==> src/rtl/mem_access_unit.sv <==
// mem_access_unit: single-outstanding byte/half/word load-store engine over a one-cycle-latency word memory, sub-word stores done as read-modify-write.
module mem_access_unit #(
  parameter int DEPTH_WORDS = 1024
) (
  input  logic        clk,
  input  logic        reset,
  input  logic        req_valid,
  output logic        req_ready,
  input  logic        req_write,
  input  logic [1:0]  req_size,
  input  logic        req_signed,
  input  logic [31:0] req_addr,
  input  logic [31:0] req_wdata,
  output logic        resp_valid,
  input  logic        resp_ready,
  output logic [31:0] resp_rdata,
  output logic        resp_err,
  output logic [31:0] A,
  output logic [31:0] WD,
  output logic        MemWrite,
  input  logic [31:0] RD
);
  typedef enum logic [2:0] {IDLE, ISSUE, WAIT, WRITE, RESP} state_t;
  state_t      state_q, state_d;
  logic        write_q, write_d, signed_q, signed_d, err_q, err_d;
  logic [1:0]  size_q, size_d;
  logic [31:0] addr_q, addr_d, wdata_q, wdata_d, rdata_q, rdata_d, base_q, base_d;
  logic        bad, word_store;
  logic [4:0]  sh_b, sh_h;
  logic [31:0] rd_b, rd_h, load_fmt, merge;
  always_comb begin
    bad = req_size == 2'b11 || (req_size == 2'b01 && req_addr[0]) ||
          (req_size == 2'b10 && req_addr[1:0] != 2'b00) ||
          {2'b00, req_addr[31:2]} >= 32'(DEPTH_WORDS);
    word_store = write_q && size_q == 2'b10;
    sh_b = {addr_q[1:0], 3'b000};
    sh_h = {addr_q[1], 4'b0000};
    rd_b = RD >> sh_b;
    rd_h = RD >> sh_h;
    load_fmt = size_q == 2'b00 ? {{24{signed_q & rd_b[7]}}, rd_b[7:0]} :
               size_q == 2'b01 ? {{16{signed_q & rd_h[15]}}, rd_h[15:0]} : RD;
    merge = size_q == 2'b00 ? (base_q & ~(32'hFF << sh_b)) | (32'(wdata_q[7:0]) << sh_b)
                            : (base_q & ~(32'hFFFF << sh_h)) | (32'(wdata_q[15:0]) << sh_h);
    req_ready  = state_q == IDLE && !reset;
    resp_valid = state_q == RESP;
    resp_rdata = rdata_q;
    resp_err   = err_q;
    A        = state_q == IDLE ? 32'd0 : {2'b00, addr_q[31:2]};
    MemWrite = !reset && ((state_q == ISSUE && word_store) || state_q == WRITE);
    WD       = state_q == WRITE ? merge : (state_q == ISSUE && word_store) ? wdata_q : 32'd0;
    state_d  = state_q;
    write_d  = write_q;
    size_d   = size_q;
    signed_d = signed_q;
    addr_d   = addr_q;
    wdata_d  = wdata_q;
    rdata_d  = rdata_q;
    err_d    = err_q;
    base_d   = base_q;
    case (state_q)
      IDLE: if (req_valid && req_ready) begin
        write_d  = req_write;
        size_d   = req_size;
        signed_d = req_signed;
        addr_d   = req_addr;
        wdata_d  = req_wdata;
        rdata_d  = 32'd0;
        err_d    = bad;
        state_d  = bad ? RESP : ISSUE;
      end
      ISSUE: state_d = word_store ? RESP : WAIT;
      WAIT: begin
        base_d  = write_q ? RD : base_q;
        rdata_d = write_q ? 32'd0 : load_fmt;
        state_d = write_q ? WRITE : RESP;
      end
      WRITE: state_d = RESP;
      RESP: state_d = resp_ready ? IDLE : RESP;
      default: state_d = IDLE;
    endcase
  end
  always_ff @(posedge clk) begin
    if (reset) begin
      state_q  <= IDLE;
      write_q  <= 1'b0;
      size_q   <= 2'b00;
      signed_q <= 1'b0;
      addr_q   <= 32'd0;
      wdata_q  <= 32'd0;
      rdata_q  <= 32'd0;
      err_q    <= 1'b0;
      base_q   <= 32'd0;
    end else begin
      state_q  <= state_d;
      write_q  <= write_d;
      size_q   <= size_d;
      signed_q <= signed_d;
      addr_q   <= addr_d;
      wdata_q  <= wdata_d;
      rdata_q  <= rdata_d;
      err_q    <= err_d;
      base_q   <= base_d;
    end
  end
endmodule

==> config.mk <==
export PLATFORM = sky130hd
export DESIGN_NAME = mem_access_unit
export DESIGN_NICKNAME = d
export VERILOG_FILES = /design/src/rtl/mem_access_unit.sv
export SDC_FILE = /design/constraint.sdc
export NUM_CORES = 1
export LEC_CHECK = 0
export BUFFER_PORTS_ARGS = -buffer_cell sky130_fd_sc_hd__clkbuf_2
export CAP_MARGIN = 25
export CORE_AREA = 5 5 122 124
export DETAILED_ROUTE_END_ITERATION = 6
export DIE_AREA = 0 0 127 129
export PLACE_DENSITY_LB_ADDON = 0.25
export SLEW_MARGIN = 20
export SYNTH_ARGS = -nofsm -noshare
export SYNTH_HDL_FRONTEND = slang
export SYNTH_SLANG_ARGS = --single-unit
==> constraint.sdc <==
create_clock -name clk -period 4.24 [get_ports clk]
set_input_delay 0.424 -clock clk [delete_from_list [all_inputs] [get_ports clk]]
set_output_delay 0.424 -clock clk [all_outputs]
set_load 0.01 [all_outputs]
[After elaboration in Yosys (flattened, before gate mapping)]
Cells that the tools add are included.
Word-level totals
  bits in registers: 136
  bits in latches: 0
  memory bits (writable): 0
  ROM bits: 0
  input port bits: 104
  output and inout port bits: 100
  logic and storage cells: 68
  memories: 0
Cells by class
  add/subtract/negate cells: 0
  multipliers: 0
  div/mod/pow operators: 0
  $lt $le $gt $ge: 1
  equality and inequality tests: 10
  shifts and indexed selects: 6
  muxes and demuxes: 15
  bitwise gates (word level): 8
  reductions and logical operators: 19
Operators by type and width (number)
  $mux W32: 7
  $and A32 B32 Y32: 2
  $not A32 Y32: 2
  $or A32 B32 Y32: 2
  $pmux W32 S2: 1
  $shl A16 B5 Y32: 1
  $shl A16 B5 Y32 const A: 1
  $shl A8 B5 Y32: 1
  $shl A8 B5 Y32 const A: 1
  $shr A32 B5 Y16: 1
  $shr A32 B5 Y8: 1
  $ge A30 B11 Y1 const B: 1
  $mux W30: 1
  $mux W3: 5
  $pmux W3 S5: 1
  $logic_and A1 B1 Y1: 7
  $eq A2 B2 Y1 const B: 3
  $eq A3 B2 Y1 const B: 2
  $reduce_and A2 Y1: 3
  $eq A2 B1 Y1 const B: 2
  $logic_or A1 B1 Y1: 4
  $reduce_bool A2 Y1: 2
  $eq A3 B1 Y1 const B: 1
  $eq A3 B3 Y1 const B: 1
  other kinds (5): 6

[Longest topological paths before layout]
  word-level depth: 8
  gate-level depth with buffers: 8
  mapped depth without buffers: 4

[Worst setup path before layout]
No wires, ideal clock.
  path type: reg2out
  start point: register size_q[1]
  end point: output MemWrite
  arrival time: 1.795 ns
  required time: 3.816 ns
  slack: 2.021 ns
  cell stages (with the launch flop): 7
  buffers on the path: 2
  path through: dfxtp_1 clkbuf_1 nand3b_1 nor4b_2 clkbuf_1 nor2_1 nor2_1
On the way
  cells in the longest elaborated chain, start to end: 5
RTL lines
  start: declaration: line 26  | logic [1:0] size_q, size_d;
  start signal: assignment: line 96  | size_q <= size_d;
  $eq A2 B2 Y1: line 35  | word_store = write_q && size_q == 2'b10;
  $logic_and A1 B1 Y1: line 35
  $logic_and A1 B1 Y1: line 49  | MemWrite = !reset && ((state_q == ISSUE && word_store) || state_q == WRITE);
  $logic_or A1 B1 Y1: line 49
  $logic_and A1 B1 Y1: line 49
  end: declaration: line 20  | output logic MemWrite,
No other way between the ends.

[Final worst setup path]
  start point: register size_q[0]
  end point: output WD[31]
On the way
  cells in the longest elaborated chain, start to end: 5
  elaborated cells on any way between the ends: 7
  those cells by class: eq/ne: 1; mux: 3; reduce/logical: 3
RTL lines
  $eq A2 B2 Y1: line 35
  $logic_and A1 B1 Y1: line 35
  $logic_and A1 B1 Y1: line 50  | WD = state_q == WRITE ? merge : (state_q == ISSUE && word_store) ? wdata_q : 32'd0;
  $mux W32: line 50
  $mux W32 *: line 50
  end: declaration: line 19  | output logic [31:0] WD,
Mark *: on every way between the ends. The rest lies on a longest branch, timed or not.

==> results.py <==
metrics = {
    "die": {
        "die-area_sq_um": 16400,
        "fp-row-count": 43,
        "io_pins": 204,
        "dieWidth_um": 127,
        "initial_core_util_pct": 48.9,
        "die_h_um": 129,
        "core_area_sq_um": 13700,
    },
    "route": {
        "viasPerCell": 5.50,
        "routed_wl_mm": 20.8,
        "avgRoutedWirePerCell_um": 17.9,
        "drt_first_pass_iters": 7,
        "drc": 5,
        "drt_iter0_markers": 747,
        "ant_nets": 0,
        "vias": 6409,
    },
    "cts": {
        "cts_buffers": 17,
        "post_cts_buffers": 0,
        "cts_sinks": 136,
        "cts_tree": "done",
        "hold_buffers": 0,
        "h-tree-depth": 4,
        "clk_latency_ns": 0.42,
        "clockBufferDepth": 2,
        "clkTransAtPathRegs_ns": 0.05,
        "cts-root-buf": "clkbuf_16",
        "cts-resized-gates": 0,
    },
    "final_layout": {
        "syn2layout_area_growth_pct": 24.2,
        "nFillCells": 1278,
        "regArea_sq_um": 2720,
        "multi_input_area_sq_um": 3640,
        "n_antenna_cell": 0,
        "final_common_cell": "clkbuf_2",
        "final_cell_mix": "201 x clkbuf_2, 195 x nand2_1, 136 x dfxtp_1",
        "final_cells": 1165,
        "nets": 1078,
        "drive_gt1_share_pct": 27.4,
    },
    "synthesis": {
        "synth-compound-area-share_pct": 19.4,
        "ys_seq_area_share_pct": 40.8,
        "ys_ff_latch": 136,
        "synth_area_sq_um": 6680,
        "synth_area_per_cell_sq_um": 8.22,
        "ys_types": 46,
        "synthSimpleGateAreaFrac_pct": 30.8,
        "muxShareOfSynthArea_pct": 3.86,
        "yosys.area_share.adder_pct": 0,
        "synthXorXnorAreaFrac_pct": 0,
        "synth_top_family_by_area": "simple AND/OR/NAND/NOR gates",
        "synthCells": 812,
        "yosys_warnings": 0,
    },
    "power_and_ir_drop": {
        "power.internal_mw": 2.46,
        "power_switching_uw": 784,
        "vdd_drop_max_uv": 321,
        "power.density_nw_per_um2": 392,
        "p_clk_share_pct": 46.8,
        "comb_power_share_pct": 10.7,
        "power_frac_seq_pct": 42.5,
        "netSwitchingFraction_pct": 24.1,
        "p_leak_nw": 3.64,
    },
    "timing": {
        "hold_viol": 0,
        "period_minus_slack_ns": 3.36,
        "relSlewSlack_pct": 34.2,
        "setup-tns-final_ns": 0,
        "finalSetupViolations": 0,
        "min_period_over_period_pct": 79.1,
        "worst_slew_pin_slew_ns": 0.987,
        "fmax_ghz": 0.298,
        "rsz0062_at_grt": "false",
        "finClkSkew_ns": 0.00667,
        "report.final.slew_viol_count": 0,
    },
    "critical_path": {
        "endpoint_kind": "primary output",
        "startpoint_type": "flip-flop",
        "arrival_ns": 2.93,
        "r2r-end": "resp_rdata[14]",
        "crit_start": "size_q[0]",
        "worstPathBufferInverterCount": 1,
        "required_ns": 3.82,
        "slowest_stage": "o21ai_0",
        "worstPathMaxFanout": 25,
        "critPathMaxStageDelay_ns": 0.79,
        "endpoint": "WD[31]",
        "ff2ff_setup_slack_ns": 1.60,
        "crit_type": "reg -> out",
        "path_cells": "or2_2 -> o21ai_0 -> nand2b_1 -> a32o_1 -> clkbuf_2",
        "r2r-start": "addr_q[1]",
        "rr_worst_depth": 5,
        "critPathTopFamily": "compound AO/OA/AOI/OAI gates",
        "critical_path_depth": 5,
    },
    "global_route": {
        "first_global_vias": 6167,
        "grt_max_degree": 105,
        "antenna_found_initial": 0,
        "grt_pass1_wl_mm": 32.3,
        "track_usage_pct": 24.8,
        "grt.overflow.total": 0,
    },
    "min_path": {
        "hold_class": "in -> reg",
    },
    "placement": {
        "placed_cells_incl_taps": 1135,
        "port-buffer-count": 201,
        "gp_congestion": 0.870,
        "dpl.hpwl_mm": 14.9,
    },
    "outcome": {
        "violations": "DRC",
        "status": "finished with violations",
    },
    "flow_run": {
        "max-cap-violations": 0,
    },
}
## metrics by stage
stage | utilization (%) | instance area, sq um | hold WS, ns | setup WS, ns | total power [mW]
2_1_floorplan | - | 6680 | 0.431 | 2.02 | 1.61
3_3_place_gp | 56.3 | 7690 | 0.439 | 1.44 | 1.74
3_5_place_dp | 56.3 | 7690 | 0.442 | 1.38 | 1.75
4_1_cts | 60.7 | 8290 | 0.180 | 0.939 | 3.26
5_1_grt | 60.7 | 8300 | 0.194 | 0.640 | 3.36
6_report | 60.7 | 8300 | 0.191 | 0.885 | 3.25
## registers in the layout (all words and copies together) (netlist names)
signal / flops
resp_rdata: 32
base_q: 32
state_q: 3
signed_q: 1
wdata_q: 32
addr_q: 32
write_q: 1
size_q: 2
resp_err: 1
## layer usage
layer | track usage [%] | vias up | wire, um
met5 | 0 | - | 0
met4 | 9.21 | 0 | 611
met3 | 7.31 | 45 | 1690
met2 | 37.9 | 265 | 9360
met1 | 33.5 | 2967 | 9160
li1 | - | 3132 | -
## kinds of logic (layout without fill, tap and decap cells)
family                 Yosys count  count (layout)
muxes                           17              17
DFF                            136             136
other                            1               2
AOI/OAI and AO/OA              180             180
and+or+nand+nor                401             401
buffers and inverters           77             249
## cell type report
class	instances	area share (%)
Timing Repair Buffer	210	12.9
Multi-Input combinational cell	600	43.9
Clock buffer	20	5.38
Clock inverter	10	1.84
Sequential cell	136	32.8
Tap cell	180	2.71
Inverter	9	0.407
## worst min-delay path: stages
cell,delay [ns]
clkbuf_2,0.08
nand2_1,0.04
nand2_1,0.04
## cell usage after synthesis (all sizes together)
library cell	instances	area, sq um
nor2	25	93.8
nor4	5	31.3
o2111ai	2	17.5
o211ai	2	15.0
or4b	1	13.8
a221o	7	70.1
or3b	1	8.76
o31a	1	8.76
nand2b	32	208
nand3b	51	383
buf	9	82.6
clkbuf	59	221
o2bb2ai	23	277
nor3	6	30.0
a32o	13	130
and2	3	18.8
nor4b	1	15.0
mux2i	10	100
a22o	17	149
a21oi	42	210
o31ai	1	7.51
a2111oi	1	8.76
inv	9	33.8
a21o	2	15.0
mux4	7	158
conb	1	3.75
nor2b	58	363
and2b	1	7.51
o21bai	7	52.6
a211oi	1	7.51
o21ai	43	215
or3	2	12.5
nand2	196	736
nor3b	9	67.6
o22ai	18	113
or2	6	37.5
dfxtp	136	2720
or4	4	33.8
## power groups by stage
stage / clock (mW) / sequential (mW) / combinational, mW
after floorplan: 0 / 1.38 / 0.231
after global placement: 0 / 1.41 / 0.337
after detailed placement: 0 / 1.41 / 0.339
after CTS: 1.54 / 1.38 / 0.342
after global routing: 1.59 / 1.39 / 0.382
final: 1.52 / 1.38 / 0.346
## how the worst min path moves through the flow
| stage | start | end | cells past startpoint |
|---|---|---|---|
| after floorplan | base_q[24] | base_q[24] | 2 |
| after global placement | base_q[13] | base_q[13] | 2 |
| after detailed placement | resp_rdata[7] | resp_rdata[7] | 1 |
| after CTS | req_addr[9] | addr_q[9] | 3 |
| after global routing | req_addr[5] | addr_q[5] | 3 |
| final | req_addr[9] | addr_q[9] | 3 |
(Power assumes the default switching activity.)
